===== config.mk =====
export PLATFORM = sky130hd
export DESIGN_NAME = serial_frame_tx
export DESIGN_NICKNAME = d
export VERILOG_FILES = /design/src/rtl/serial_frame_pkg.sv /design/src/rtl/frame_bit_counter.sv /design/src/rtl/serial_frame_tx.sv
export SDC_FILE = /design/constraint.sdc
export NUM_CORES = 1
export LEC_CHECK = 0
export ABC_CLOCK_PERIOD_IN_PS = 2300
export CAP_MARGIN = 40
export CORE_AREA = 2 2 49 51
export CTS_BUF_LIST = sky130_fd_sc_hd__clkbuf_4
export DETAILED_ROUTE_END_ITERATION = 8
export DIE_AREA = 0 0 51 53
export GPL_ROUTABILITY_DRIVEN = 0
export MAX_ROUTING_LAYER = met4
export PLACE_DENSITY = 0.8
export SYNTH_ARGS = -nofsm -noshare
export SYNTH_HDL_FRONTEND = slang
export SYNTH_HIERARCHICAL = 1
export SYNTH_SLANG_ARGS = --single-unit

===== constraint.sdc =====
create_clock -name clk -period 2.3 [get_ports clk]
set_input_delay 0.345 -clock clk [delete_from_list [all_inputs] [get_ports clk]]
set_output_delay 0.345 -clock clk [all_outputs]
set_load 0.005 [all_outputs]

===== src/rtl/serial_frame_pkg.sv =====
// Shared definitions for both ends of the 1011-preamble serial link.
package serial_frame_pkg;

    typedef enum logic [1:0] {
        IDLE = 2'd0,
        PRE  = 2'd1,
        DATA = 2'd2,
        GAP  = 2'd3
    } tx_state_t;

    localparam logic [3:0]  PREAMBLE = 4'b1011;
    localparam int unsigned PRE_LEN  = 4;

endpackage


===== src/rtl/frame_bit_counter.sv =====
// Bit-position counter within a frame; co flags the terminal position.
module frame_bit_counter #(
    parameter int unsigned WIDTH    = 4,
    parameter int unsigned TERMINAL = 11
) (
    input  logic             clk,
    input  logic             rst,
    input  logic             rst_cnt,
    input  logic             inc_cnt,
    output logic [WIDTH-1:0] count,
    output logic             co
);

    always_ff @(posedge clk or negedge rst) begin
        if (!rst) begin
            count <= '0;
        end else if (rst_cnt) begin
            count <= '0;
        end else if (inc_cnt) begin
            count <= count + WIDTH'(1);
        end
    end

    assign co = (count == WIDTH'(TERMINAL));

endmodule


===== src/rtl/serial_frame_tx.sv =====
// Serial frame transmitter: 1011 preamble, DATA_W payload bits, one low gap cycle.
module serial_frame_tx
    import serial_frame_pkg::*;
#(
    parameter int unsigned DATA_W    = 8,
    parameter int unsigned LSB_FIRST = 0
) (
    input  logic              clk,
    input  logic              rst,
    input  logic              start,
    input  logic [DATA_W-1:0] data_in,
    input  logic              abort,
    output logic              ready,
    output logic              busy,
    output logic              ser_out,
    output logic              done
);

    localparam int unsigned FRAME_W = DATA_W + PRE_LEN;
    localparam int unsigned CNT_W   = $clog2(DATA_W + PRE_LEN);

    localparam logic [1:0] S_IDLE = IDLE;
    localparam logic [1:0] S_PRE  = PRE;
    localparam logic [1:0] S_DATA = DATA;
    localparam logic [1:0] S_GAP  = GAP;

    logic [1:0]         state, state_nxt;
    logic [FRAME_W-1:0] sr, sr_nxt;
    logic [DATA_W-1:0]  payload_ord;
    logic [CNT_W-1:0]   count;
    logic               rst_cnt, inc_cnt, co;

    // Terminal count lands on the last payload bit of the frame.
    frame_bit_counter #(
        .WIDTH    (CNT_W),
        .TERMINAL (FRAME_W - 1)
    ) u_cnt (
        .clk     (clk),
        .rst     (rst),
        .rst_cnt (rst_cnt),
        .inc_cnt (inc_cnt),
        .count   (count),
        .co      (co)
    );

    // Payload reordered so the shift register always shifts out of its MSB.
    always_comb begin
        payload_ord = data_in;
        if (LSB_FIRST != 0) begin
            for (int i = 0; i < int'(DATA_W); i++) begin
                payload_ord[i] = data_in[DATA_W-1-i];
            end
        end
    end

    always_ff @(posedge clk or negedge rst) begin
        if (!rst) begin
            state <= S_IDLE;
            sr    <= '0;
        end else begin
            state <= state_nxt;
            sr    <= sr_nxt;
        end
    end

    always_comb begin
        state_nxt = state;
        sr_nxt    = sr;
        rst_cnt   = 1'b0;
        inc_cnt   = 1'b0;
        case (state)
            S_IDLE: begin
                if (start) begin
                    state_nxt = S_PRE;
                    sr_nxt    = {PREAMBLE, payload_ord};
                    rst_cnt   = 1'b1;
                end
            end
            S_PRE, S_DATA: begin
                if (abort) begin
                    state_nxt = S_IDLE;
                    sr_nxt    = '0;
                    rst_cnt   = 1'b1;
                end else begin
                    sr_nxt  = {sr[FRAME_W-2:0], 1'b0};
                    inc_cnt = 1'b1;
                    if (state == S_PRE && count == CNT_W'(PRE_LEN - 1)) begin
                        state_nxt = S_DATA;
                    end else if (state == S_DATA && co) begin
                        state_nxt = S_GAP;
                    end
                end
            end
            default: begin
                state_nxt = S_IDLE;
                sr_nxt    = '0;
                rst_cnt   = 1'b1;
            end
        endcase
    end

    // Outputs registered from next-state so they are glitch-free.
    always_ff @(posedge clk or negedge rst) begin
        if (!rst) begin
            ready   <= 1'b1;
            busy    <= 1'b0;
            done    <= 1'b0;
            ser_out <= 1'b0;
        end else begin
            ready   <= (state_nxt == S_IDLE);
            busy    <= (state_nxt != S_IDLE);
            done    <= (state_nxt == S_GAP);
            ser_out <= ((state_nxt == S_PRE) || (state_nxt == S_DATA)) && sr_nxt[FRAME_W-1];
        end
    end

endmodule


==> summary.md <==
| Metric | Value |
|---|---|
| Status | `finished clean` |
| Most frequent cells in the layout | `dfrtp_1 (21), clkdlybuf4s50_1 (15), ha_1 (8)` |
| DRC | `0` |
| Buf+Inv Stages, Crit Path | `1` |
| Synthesized area per cell | `11.5 um^2` |
| DIE WIDTH | `51 um` |
| Synth warnings | `6` |
| Reg2Reg Depth | `7` |
| Crit. End Element | `register` |
| FF+latch count, synth | `22` |
| Top Layer Used | `met4` |
| H-tree levels | `1` |
| Remaining global-route overflow | `0` |
| Register area share after synthesis | `0.493` |
| Post-Syn Instances | `97` |
| Root cell of the clock tree | `clkbuf_4` |
| Num Clock Sinks | `22` |
| Die Ht | `53 um` |
| CP top delay family | `simple AND/OR/NAND/NOR gates` |
| Synth Cell Area | `1120 um^2` |
| Post-route ant nets | `0` |
| Worst hold slack | `0.364 ns` |
| Final HPWL DP | `1520 um` |
| Power Total | `1.25 mW` |
| Synthesis-to-finish area growth | `21.5%` |
| Final period utilization | `0.924` |
| Cell taking the most area after synthesis | `dfrtp_1` |
| Met3 Wirelength | `63 um` |
| Ratio of cells with drive above 1 in the final layout | `0.168` |
| R2R Path End | `ser_out` |
| Post-synthesis cell type count | `33` |
| Total Wirelength | `2090 um` |
| Worst Skew | `0.00991 ns` |
| Setup crit end | `ser_out` |
| Max-slew violation count | `0` |
| CTS buffer count | `3` |
| CP startpoint | `state[1]` |
| Crit path DAT | `2.34 ns` |
| Vias in the first global route | `765` |
| Worst-path cell chain | `inv_1 > ha_1 > or3b_4 > nor2_2 > a21boi_0 > ha_1 > and2_1` |
| Syn_nets | `117` |
| Number of core rows | `17` |
| Met2 WL post-DR | `1040 um` |
| R2R setup slack | `0.18 ns` |
| Post-synth top area share | `0.470` |
| Met1 Wirelength | `925 um` |
| Core box area | `2150 um^2` |
| Clk slew on worst S/H paths | `0.12 ns` |
| Clk Latency, worst-skew pair | `0.31 ns` |
| Maximum VDD drop | `0.448 mV` |
| Highest clock rate | `471 MHz` |
| Slew HR | `0.715` |
| Worst hold path class | `primary input to asynchronous set/reset pin` |
| CTS tree | `built` |
| Most used cell, CP | `ha_1` |
| Min cycle time layout | `2.12 ns` |
| Multi-input gate area | `528 um^2` |
| First-pass DRT Iterations | `4` |
| Hold Fails Final Rpt | `0` |
| Detailed Route Iter0 Violations | `23` |
| P_leak | `0.621 nW` |
| Synth area leaders | `dfrtp_1 (47%), ha_1 (8.9%), a22oi_1 (4.7%)` |
| PortBufs | `15` |
| Detailed-route via count | `816` |
| I/O pins | `16` |
| Worst slew pin tran | `0.426 ns` |
| Worst setup path class | `register to register` |
| R2r startpoint | `state[1]` |
| Full die area | `2700 um^2` |
| Clock buffer depth | `2` |
| Max Cap Viol | `0` |
| Vias per Instance | `5.55` |
| Final-stage net count | `140` |
| Critical Path RT | `2.52 ns` |
| GRT Overall Usage | `0.173` |
| Crit path max fanout | `5` |
| Critical Path Stages | `7` |
| # diodes | `0` |
| Wire per inst | `14.2 um` |
| PwrDens | `921 nW/um^2` |
| Endpoints failing setup | `0` |
| Storage element area | `552 um^2` |
| Starting Density | `0.521` |
| Unrepaired setup endpoints after global routing | `false` |
| Fill cell count | `163` |
| Largest net degree at the start of global routing | `23` |
| Commonest non-fill, non-tap cell in the layout | `dfrtp_1` |
| Startpoint Class | `register` |
| CP max stage delay | `0.44 ns` |
| Initial antenna violation count | `0` |
| Slowest CP cell | `dfrtp_1` |
| First-pass GRT wire length | `3310 um` |
| Setup TNS Final | `0 ns` |
| Hold-fix buffers, CTS | `0` |
## layer usage
| layer | vias to the layer above | track usage |
|---|---|---|
| met5 | - | - |
| met4 | 0 | 0.122 |
| met3 | 5 | 0.0169 |
| met2 | 17 | 0.281 |
| met1 | 395 | 0.203 |
| li1 | 399 | - |
## metrics by stage
step	util	instance area, um^2	worst slack [ns]	std cells
2_1_floorplan	-	1120	0.332	97
3_3_place_gp	0.612	1320	0.209	141
3_5_place_dp	0.612	1320	0.176	141
4_1_cts	0.624	1340	0.152	145
5_1_grt	0.632	1360	0.0353	147
6_report	0.632	1360	0.176	147
## repair_timing
action | CTS | global route
endpoints found under the setup margin | 0 | 1
buffers inserted | 0 | 2
gates resized for setup | 0 | 1
## cells in the mapped netlist, drive strengths merged
library cell  instances
and3b                 1
mux2                  1
nor3b                 1
a21bo                 2
mux2i                 1
dfrtp                21
clkbuf                2
nand2b                1
a21boi                1
a21oi                 7
nand4                 2
ha                    8
and2b                 1
o21ai                 4
a211o                 1
nor2                  7
o2bb2ai               6
a22oi                 7
nand2                 1
nand3                 2
inv                   6
a221o                 1
nor2b                 2
buf                   1
dfstp                 1
and2                  1
a221oi                1
xnor2                 1
or3b                  1
nand3b                2
a22o                  3
## kinds of logic (layout without fill, tap and decap cells)
logic type	count (synthesis)	count (layout)	synth area share
flops	22	22	0.493
compound gates	33	33	0.218
simple gates	22	22	0.132
xor+xnor	1	1	0.00783
mux	2	2	0.0224
buf+inv	9	31	0.0369
fa+ha+maj	8	8	0.0895
## area by class of cell
class,instances,area share
clock buffers,3,0.0166
flip-flops and latches,22,0.406
repair buffers,21,0.144
clock inverters,1,0.00276
multi-input cells,66,0.389
well taps,28,0.0258
inverters,6,0.0166
## sequential cells by signal (all words and copies together) (netlist names)
name	cells
ready	1
busy	1
ser_out	1
u_cnt/count	4
sr	12
done	1
state	2
## report_power, final
group / internal [mW] / switching (mW)
Combinational: 0.243 / 0.247
Clock: 0.0634 / 0.110
Sequential: 0.517 / 0.0720
## worst min-delay path by stage
stage | from | end | slack [ns] | cells after the start
4_1_cts | rst | busy | 0.36 | 2
3_5_place_dp | sr[3] | sr[4] | 0.48 | 1
5_1_grt | rst | ser_out | 0.38 | 2
6_report | rst | busy | 0.36 | 2
3_3_place_gp | sr[5] | sr[6] | 0.46 | 1
2_1_floorplan | rst | busy | 0.05 | 0
Power figures use the tool's default switching activity.
